[src/rtl/pc_sequencer_if.sv]
// Pipeline <-> PC sequencer bundle: fetch control inputs and PC steering outputs.
interface pc_sequencer_if #(
  parameter int unsigned CNT_W = 16
);
  localparam int unsigned XLEN = 32;

  logic [XLEN-1:0]  pc_cur;
  logic             icache_stall;
  logic             dcache_stall;
  logic             hazard_stall;
  logic             redirect_valid;
  logic [XLEN-1:0]  redirect_target;

  logic             pc_load;
  logic [XLEN-1:0]  pc_next;
  logic             flush_if_id;
  logic             fetch_valid;
  logic             trap;
  logic [XLEN-1:0]  trap_epc;
  logic [CNT_W-1:0] stall_cnt;

  // Pipeline side: supplies PC/stall/redirect, consumes steering.
  modport master (
    output pc_cur, icache_stall, dcache_stall, hazard_stall,
           redirect_valid, redirect_target,
    input  pc_load, pc_next, flush_if_id, fetch_valid, trap, trap_epc, stall_cnt
  );

  // Sequencer side.
  modport slave (
    input  pc_cur, icache_stall, dcache_stall, hazard_stall,
           redirect_valid, redirect_target,
    output pc_load, pc_next, flush_if_id, fetch_valid, trap, trap_epc, stall_cnt
  );
endinterface

[src/rtl/pc_sequencer.sv]
// PC sequencer: chooses next PC (sequential / redirect / deferred redirect),
// freezes on stalls, counts non-load cycles.
// Optional feature macro: PC_MISALIGN_TRAP_EN (misaligned load target traps
// to TRAP_VECTOR; otherwise redirect targets are forced word-aligned).
// Reset is synchronous, active-low.
module pc_sequencer #(
  parameter logic [31:0] TRAP_VECTOR = 32'h0000_0080,
  parameter int unsigned CNT_W       = 16
) (
  input logic           clk,
  input logic           rst_n,
  pc_sequencer_if.slave bus
);
  localparam int unsigned XLEN = 32;

  typedef enum logic [1:0] {
    BOOT       = 2'd0,
    RUN        = 2'd1,
    HOLD       = 2'd2,
    REDIR_PEND = 2'd3
  } state_e;

  state_e           state_q, state_d;
  logic [XLEN-1:0]  pend_target_q, pend_target_d;
  logic [XLEN-1:0]  trap_epc_q, trap_epc_d;
  logic [CNT_W-1:0] stall_cnt_q, stall_cnt_d;

  logic             stall_c;
  logic             is_redir_c;
  logic [XLEN-1:0]  chosen_c;
  logic             pc_load_c;
  logic [XLEN-1:0]  pc_next_c;
  logic             flush_c;
  logic             fetch_c;
  logic             trap_c;

  assign stall_c = bus.icache_stall | bus.dcache_stall | bus.hazard_stall;

`ifndef PC_MISALIGN_TRAP_EN
  logic unused_trap_vector;
  assign unused_trap_vector = ^TRAP_VECTOR;
`endif

  // Next-state and steering decode; redirect beats increment, stall blocks load.
  always_comb begin
    state_d       = state_q;
    pend_target_d = pend_target_q;
    trap_epc_d    = trap_epc_q;
    stall_cnt_d   = stall_cnt_q;
    is_redir_c    = 1'b0;
    chosen_c      = '0;
    pc_load_c     = 1'b0;
    pc_next_c     = '0;
    flush_c       = 1'b0;
    fetch_c       = 1'b0;
    trap_c        = 1'b0;

    case (state_q)
      BOOT: state_d = RUN;
      RUN, HOLD: begin
        if (!stall_c) begin
          pc_load_c = 1'b1;
          state_d   = RUN;
          if (bus.redirect_valid) begin
            is_redir_c = 1'b1;
            chosen_c   = bus.redirect_target;
          end else begin
            chosen_c   = bus.pc_cur + XLEN'(4);
          end
        end else if (bus.redirect_valid) begin
          pend_target_d = bus.redirect_target;
          state_d       = REDIR_PEND;
        end else begin
          state_d = HOLD;
        end
      end
      REDIR_PEND: begin
        if (stall_c) begin
          if (bus.redirect_valid) pend_target_d = bus.redirect_target;
        end else begin
          pc_load_c  = 1'b1;
          is_redir_c = 1'b1;
          chosen_c   = bus.redirect_valid ? bus.redirect_target : pend_target_q;
          state_d    = RUN;
        end
      end
      default: state_d = BOOT;
    endcase

    if (pc_load_c) begin
`ifdef PC_MISALIGN_TRAP_EN
      if (chosen_c[1:0] != 2'b00) begin
        pc_next_c  = TRAP_VECTOR;
        trap_c     = 1'b1;
        flush_c    = 1'b1;
        trap_epc_d = chosen_c;
      end else begin
        pc_next_c = chosen_c;
        flush_c   = is_redir_c;
        fetch_c   = ~is_redir_c;
      end
`else
      pc_next_c = is_redir_c ? {chosen_c[XLEN-1:2], 2'b00} : chosen_c;
      flush_c   = is_redir_c;
      fetch_c   = ~is_redir_c;
`endif
    end

    if (!pc_load_c && (state_q != BOOT) && (stall_cnt_q != {CNT_W{1'b1}}))
      stall_cnt_d = stall_cnt_q + CNT_W'(1);

    if (!rst_n) begin
      pc_load_c = 1'b0;
      pc_next_c = '0;
      flush_c   = 1'b0;
      fetch_c   = 1'b0;
      trap_c    = 1'b0;
    end
  end

  // State and bookkeeping registers, synchronous active-low reset.
  always_ff @(posedge clk) begin
    if (!rst_n) begin
      state_q       <= BOOT;
      pend_target_q <= '0;
      trap_epc_q    <= '0;
      stall_cnt_q   <= '0;
    end else begin
      state_q       <= state_d;
      pend_target_q <= pend_target_d;
      trap_epc_q    <= trap_epc_d;
      stall_cnt_q   <= stall_cnt_d;
    end
  end

  assign bus.pc_load     = pc_load_c;
  assign bus.pc_next     = pc_next_c;
  assign bus.flush_if_id = flush_c;
  assign bus.fetch_valid = fetch_c;
  assign bus.trap        = trap_c;
  assign bus.trap_epc    = trap_epc_q;
  assign bus.stall_cnt   = stall_cnt_q;
endmodule

[src/flat_wrapper.sv]
// flat-port wrapper written by rule: the top's interface ports become plain ports
module pc_sequencer_flat 
#(
  parameter logic [31:0] TRAP_VECTOR = 32'h0000_0080,
  parameter int unsigned CNT_W       = 16
)
  (clk, rst_n, bus_pc_cur, bus_icache_stall, bus_dcache_stall, bus_hazard_stall, bus_redirect_valid, bus_redirect_target, bus_pc_load, bus_pc_next, bus_flush_if_id, bus_fetch_valid, bus_trap, bus_trap_epc, bus_stall_cnt);
  pc_sequencer_if #(.CNT_W(CNT_W)) bus_i ();
  input logic clk;
  input logic rst_n;
  input wire logic [$bits(bus_i.pc_cur)-1:0] bus_pc_cur;
  input wire logic [$bits(bus_i.icache_stall)-1:0] bus_icache_stall;
  input wire logic [$bits(bus_i.dcache_stall)-1:0] bus_dcache_stall;
  input wire logic [$bits(bus_i.hazard_stall)-1:0] bus_hazard_stall;
  input wire logic [$bits(bus_i.redirect_valid)-1:0] bus_redirect_valid;
  input wire logic [$bits(bus_i.redirect_target)-1:0] bus_redirect_target;
  output wire logic [$bits(bus_i.pc_load)-1:0] bus_pc_load;
  output wire logic [$bits(bus_i.pc_next)-1:0] bus_pc_next;
  output wire logic [$bits(bus_i.flush_if_id)-1:0] bus_flush_if_id;
  output wire logic [$bits(bus_i.fetch_valid)-1:0] bus_fetch_valid;
  output wire logic [$bits(bus_i.trap)-1:0] bus_trap;
  output wire logic [$bits(bus_i.trap_epc)-1:0] bus_trap_epc;
  output wire logic [$bits(bus_i.stall_cnt)-1:0] bus_stall_cnt;
  assign bus_i.pc_cur = bus_pc_cur;
  assign bus_i.icache_stall = bus_icache_stall;
  assign bus_i.dcache_stall = bus_dcache_stall;
  assign bus_i.hazard_stall = bus_hazard_stall;
  assign bus_i.redirect_valid = bus_redirect_valid;
  assign bus_i.redirect_target = bus_redirect_target;
  assign bus_pc_load = bus_i.pc_load;
  assign bus_pc_next = bus_i.pc_next;
  assign bus_flush_if_id = bus_i.flush_if_id;
  assign bus_fetch_valid = bus_i.fetch_valid;
  assign bus_trap = bus_i.trap;
  assign bus_trap_epc = bus_i.trap_epc;
  assign bus_stall_cnt = bus_i.stall_cnt;
  pc_sequencer #(.TRAP_VECTOR(TRAP_VECTOR), .CNT_W(CNT_W)) u_core (.clk(clk), .rst_n(rst_n), .bus(bus_i));
endmodule
[config.mk]
export PLATFORM = sky130hd
export DESIGN_NAME = pc_sequencer_flat
export DESIGN_NICKNAME = d
export VERILOG_FILES = /design/src/rtl/pc_sequencer_if.sv /design/src/rtl/pc_sequencer.sv /design/src/flat_wrapper.sv
export SDC_FILE = /design/constraint.sdc
export NUM_CORES = 1
export LEC_CHECK = 0
export ABC_AREA = 1
export BUFFER_PORTS_ARGS = -buffer_cell sky130_fd_sc_hd__buf_2
export CAP_MARGIN = 10
export CORE_MARGIN = 1.5
export CORE_UTILIZATION = 45
export CTS_CLUSTER_SIZE = 25
export DETAILED_ROUTE_END_ITERATION = 8
export GPL_TIMING_DRIVEN = 0
export PLACE_DENSITY = 0.84
export SYNTH_ARGS = -nofsm -noshare
export SYNTH_HDL_FRONTEND = slang
export SYNTH_SLANG_ARGS = --single-unit
export TNS_END_PERCENT = 10
[constraint.sdc]
create_clock -name clk -period 1.8 [get_ports clk]
set_input_delay 0.09 -clock clk [delete_from_list [all_inputs] [get_ports clk]]
set_output_delay 0.09 -clock clk [all_outputs]
set_load 0.02 [all_outputs]
==> impl.org <==
** Global routing
- Pin count of the biggest net entering global routing :: 16
- The first global-routing pass estimated approximately 22,000 um of wire.
- Via count of the first global-routing pass :: 4,752
- Overall routing resource usage :: a little over a quarter
- Antenna violations before repair :: 0
- The total overflow left after global routing is 0.

** Synth
- Share of the synthesized area in the top cell type :: about a quarter
- Unique cell type count in the Yosys netlist :: 31
- Post-synthesis xor/xnor area fraction :: roughly 1.8%
- Summing the areas of all compound-gate instances in the mapped netlist gives about a fifth of the synthesized area.
- Cell types occupying the most area after synthesis :: nand2_1 (24%), dfxtp_1 (23%), nor2_1 (7.5%)
- Part of the Yosys area used for sequential elements :: 23.27%
- Post-synthesis area per instance :: 5.608 um^2
- Counting every instance in the synthesized netlist gives roughly 770.
- Post-synth top area cell :: nand2_1
- Adder-cell share of the synthesized area :: 1.163%
- After synthesis, the share of cell area in mux cells is 0%.
- Share of synthesized cell area in and, or, nand and nor gates :: a little under 40%
- The cell area that synthesis handed to floorplanning was ~0.0043 mm^2.
- Number of storage elements in the synthesis netlist :: 50
- Dominant combinational cell family by area after synthesis :: simple AND/OR/NAND/NOR gates
- YS warnings :: 0

** Drt
- Wires add up to 14,320 um.
- The final route contains roughly 5,500 vias.
- Ratio of routed vias to standard cells :: about 5.2
- For this block, the initial DRC count from the detailed router was 503.
- Routed Antenna Nets :: 0
- Wire length per cell after detailed routing :: 13.47 um
- In the routed design, unresolved DRC markers number 0.
- For this run, the detailed router's first-pass iteration total came to 6.

** Flow run
- Count of max-cap constraint violations :: 0

** Worst setup path
- The largest single stage delay on the critical path is ~360 ps.
- The startpoint identified for the worst register-to-register timing path is u_core.state_q[1]$_SDFFE_PN0P_.
- Cell-by-cell trace of the critical path :: inv_2, ha_4, nand2_4, inv_4, buf_8, buf_6, buf_6, a22oi_2, nor2_1, buf_4
- Required time of the worst setup path :: 1710 ps
- Critical Path Sink Type :: output port
- Among all stages on the critical path, the largest delay is contributed by dfxtp_2.
- The setup check on the worst reg-to-reg path leaves a slack of around 90 ps.
- The worst setup path is launched from a flip-flop.
- Worst-case reg-to-reg path depth :: 7
- In this run the critical register-to-register path is captured at u_core.pend_target_q[11]$_SDFFE_PN0P_.
- Among the stages of the critical path, the cell type that occurs most often is buf_6.
- The critical path is of the flip-flop to output port type.
- Maximum net fanout on the critical path :: 5
- STA puts the critical path data arrival time at approximately 1800 ps.

** Power
- VDD sags by at most around 0.43 mV.
- Portion of total power attributed to sequential cells :: around two fifths
- The design draws about 3.3 mW.
- Fraction of power spent switching nets :: 36.93%
- Switching component of the power :: between 1 and 1.5 mW
- Standby leakage power :: 2.679 nW
- Power Dens Cells :: about 580 mW/mm^2
- Combinational logic burns around 35% of the power.
- Cell internal power was estimated by the tool at roughly 2.1 mW.
- In this run, the clock network consumes between 20% and 30% of the power.

** CTS
- No sink is reached through more buffers than the 2 on the longest clock path.
- CTS Hold Buffers Added :: 0
- H-tree depth :: 2
- The clock drives 50 sinks.
- TritonCTS built the clock tree.
- The later pin in the worst-skew pair is clocked with a latency of 310 ps.
- Clock-pin slew on the worst setup and hold paths :: ~100 ps
- The cell sitting at the root of the clock tree is a clkbuf_8.
- CTS buffer count :: 5

** Final layout
- Cells fill between 60% and 70% of the core in the end.
- Compared with the post-synthesis result, the final layout area differs by 33.19%.
- Counting the fill cells in the layout gives slightly below 900.
- In the final design database the tool counted approximately 1,000 nets.
- Count of inserted antenna diode cells :: 0
- In the layout the commonest cells are nand2_1 (274), buf_2 (99), nor2_1 (83), buf_4 (64).
- Most common cell after layout, fill and taps aside :: nand2_1
- The finished layout holds approximately 1,100 standard cells, fillers aside.
- Of the cells placed in the final design, the portion with a size suffix greater than 1 is around a quarter.

** Placement
- GP Congestion :: between 0.9 and 1
- Cell Count Post-Placement :: roughly 1,000
- Port buffering added 120 buffers.
- Hpwl dp :: 10,640 um

** Worst hold path
- For hold timing, the worst endpoint is u_core.pend_target_q[7]$_SDFFE_PN0P_.
- The worst hold path belongs to the class primary input to flip-flop.
- The worst hold path begins at bus_redirect_target[7].
- Cell depth of the worst hold path :: 3

** STA
- Setup violations remaining at the end of the flow were counted as 21.
- For the final database, setup skew stands at 7.965 ps.
- After layout, the worst path uses 106.4% of the clock period.
- Adding up every negative setup slack in the final design gives -1029 ps.
- Actual slew at the worst max-slew pin :: about 550 ps
- Unrepaired setup endpoints after global routing :: yes
- Final count of pins violating max slew :: 0
- Hold timing on the final database bottoms out at a slack of approximately 86 ps.
- The worst pin sits at a relative slew slack of a little over three fifths.
- The number of failing hold endpoints at the final stage is 0.
- Across all setup checks in the final design, the least slack found is -115.1 ps.
- Achievable frequency :: between 500 and 600 MHz
- Final critical path time including I/O delays and setup :: 1915 ps

** Floorplanning
- The floorplan step defined a die boundary enclosing just over 0.01 mm^2.
- Std-Cell Core Area :: between 0.009 and 0.01 mm^2
- In this run the core area contains 35 standard-cell rows.
- From bottom edge to top edge, the die measures between 100 and 150 um.
- Die Wd :: 100.8 um
- Initial Utilization :: a little under half
- In this run the count of I/O pins placed on the die edge is 154.

** Status
- The run finished, with violations left.
- The final reports fail on setup timing.
through the flow:
stage                     instance area, um^2  setup slack (ps)
after global placement                   5186            -123.4
after CTS                                5582            -54.80
after floorplan                          4424             9.394
after detailed placement                 5186            -106.6
after global routing                     5729            -173.1
final                                    5729            -115.1
metal layers:
| metal | GRT usage, % | part of all wire, % | wire length, um |
|---|---|---|---|
| met5 | 0 | 0 | 0 |
| met2 | 44.75 | 45 | 6500 |
| met3 | 5.340 | 10 | 1460 |
| met4 | 8.776 | 2.5 | 364 |
| met1 | 35.95 | 42 | 5995 |
critical path, delay by kind of cell (launching register included):
kind | cells | cell delay (ps)
buffers and inverters | 6 | 620
DFF | 1 | 360
adders and majority gates | 1 | 240
AOI/OAI and AO/OA | 1 | 150
and+or+nand+nor | 2 | 140
power by group through the flow:
| stage | clock network [mW] | registers [mW] | logic (mW) |
|---|---|---|---|
| after floorplan | 0 | 1.36 | 0.710 |
| after global placement | 0 | 1.35 | 1.01 |
| after detailed placement | 0 | 1.36 | 1.02 |
| after CTS | 0.824 | 1.34 | 1.09 |
| after global routing | 0.857 | 1.36 | 1.26 |
| final | 0.824 | 1.34 | 1.14 |
sequential cells by signal, indices dropped and copies added (netlist names):
signal	count
u_core.state_q	2
u_core.pend_target_q	32
u_core.bus.stall_cnt	16
area by class of cell:
type / instances / area [um^2] / area share (%)
Timing Repair Buffer: 127 / 778.2 / 13.58
Tap cell: 129 / 161.4 / 2.817
Multi-Input combinational cell: 620 / 2977 / 51.95
Clock inverter: 2 / 37.54 / 0.6552
Buffer: 64 / 452.9 / 7.906
Inverter: 65 / 246.5 / 4.302
Clock buffer: 6 / 72.57 / 1.267
Sequential cell: 50 / 1003 / 17.51
worst max-delay path by stage:
stage | start | endpoint | slack (ps)
5_1_grt | u_core.state_q[1]$_SDFFE_PN0P_ | bus_pc_next[4] | -170
2_1_floorplan | u_core.state_q[0]$_SDFFE_PN0P_ | bus_pc_next[0] | 9
3_5_place_dp | bus_pc_cur[2] | bus_pc_next[18] | -110
3_3_place_gp | bus_pc_cur[2] | bus_pc_next[18] | -120
4_1_cts | u_core.state_q[1]$_SDFFE_PN0P_ | bus_pc_next[4] | -50
6_report | u_core.state_q[1]$_SDFFE_PN0P_ | bus_pc_next[7] | -120
logic make-up after synthesis:
| kind of cell | Yosys count |
|---|---|
| other | 1 |
| xor gates and xnor gates | 9 |
| DFF | 50 |
| AOI/OAI and AO/OA | 151 |
| buffers and inverters | 129 |
| adders and majority gates | 4 |
| and+or+nand+nor | 423 |
timing repair:
item / 4_1_cts / 5_1_grt
pin swaps: 11 / 11
resized for setup: 66 / 44
endpoints found under the setup margin: 33 / 43
cloned: 1 / 0
buffers inserted: 6 / 0
cell usage after synthesis (all sizes together):
cell type and number:
o21bai 4, xnor2 2, o22ai 1, nand2 283, nand4 5, a31oi 24
a22oi 5, ha 4, o21ai 65, xor2 7, nand3 30, conb 1
clkbuf 15, and3 1, a21oi 52, nor4 1, inv 65, nor2 92
nor3 11, dfxtp 50, buf 49
Power figures use the tool's default switching activity.
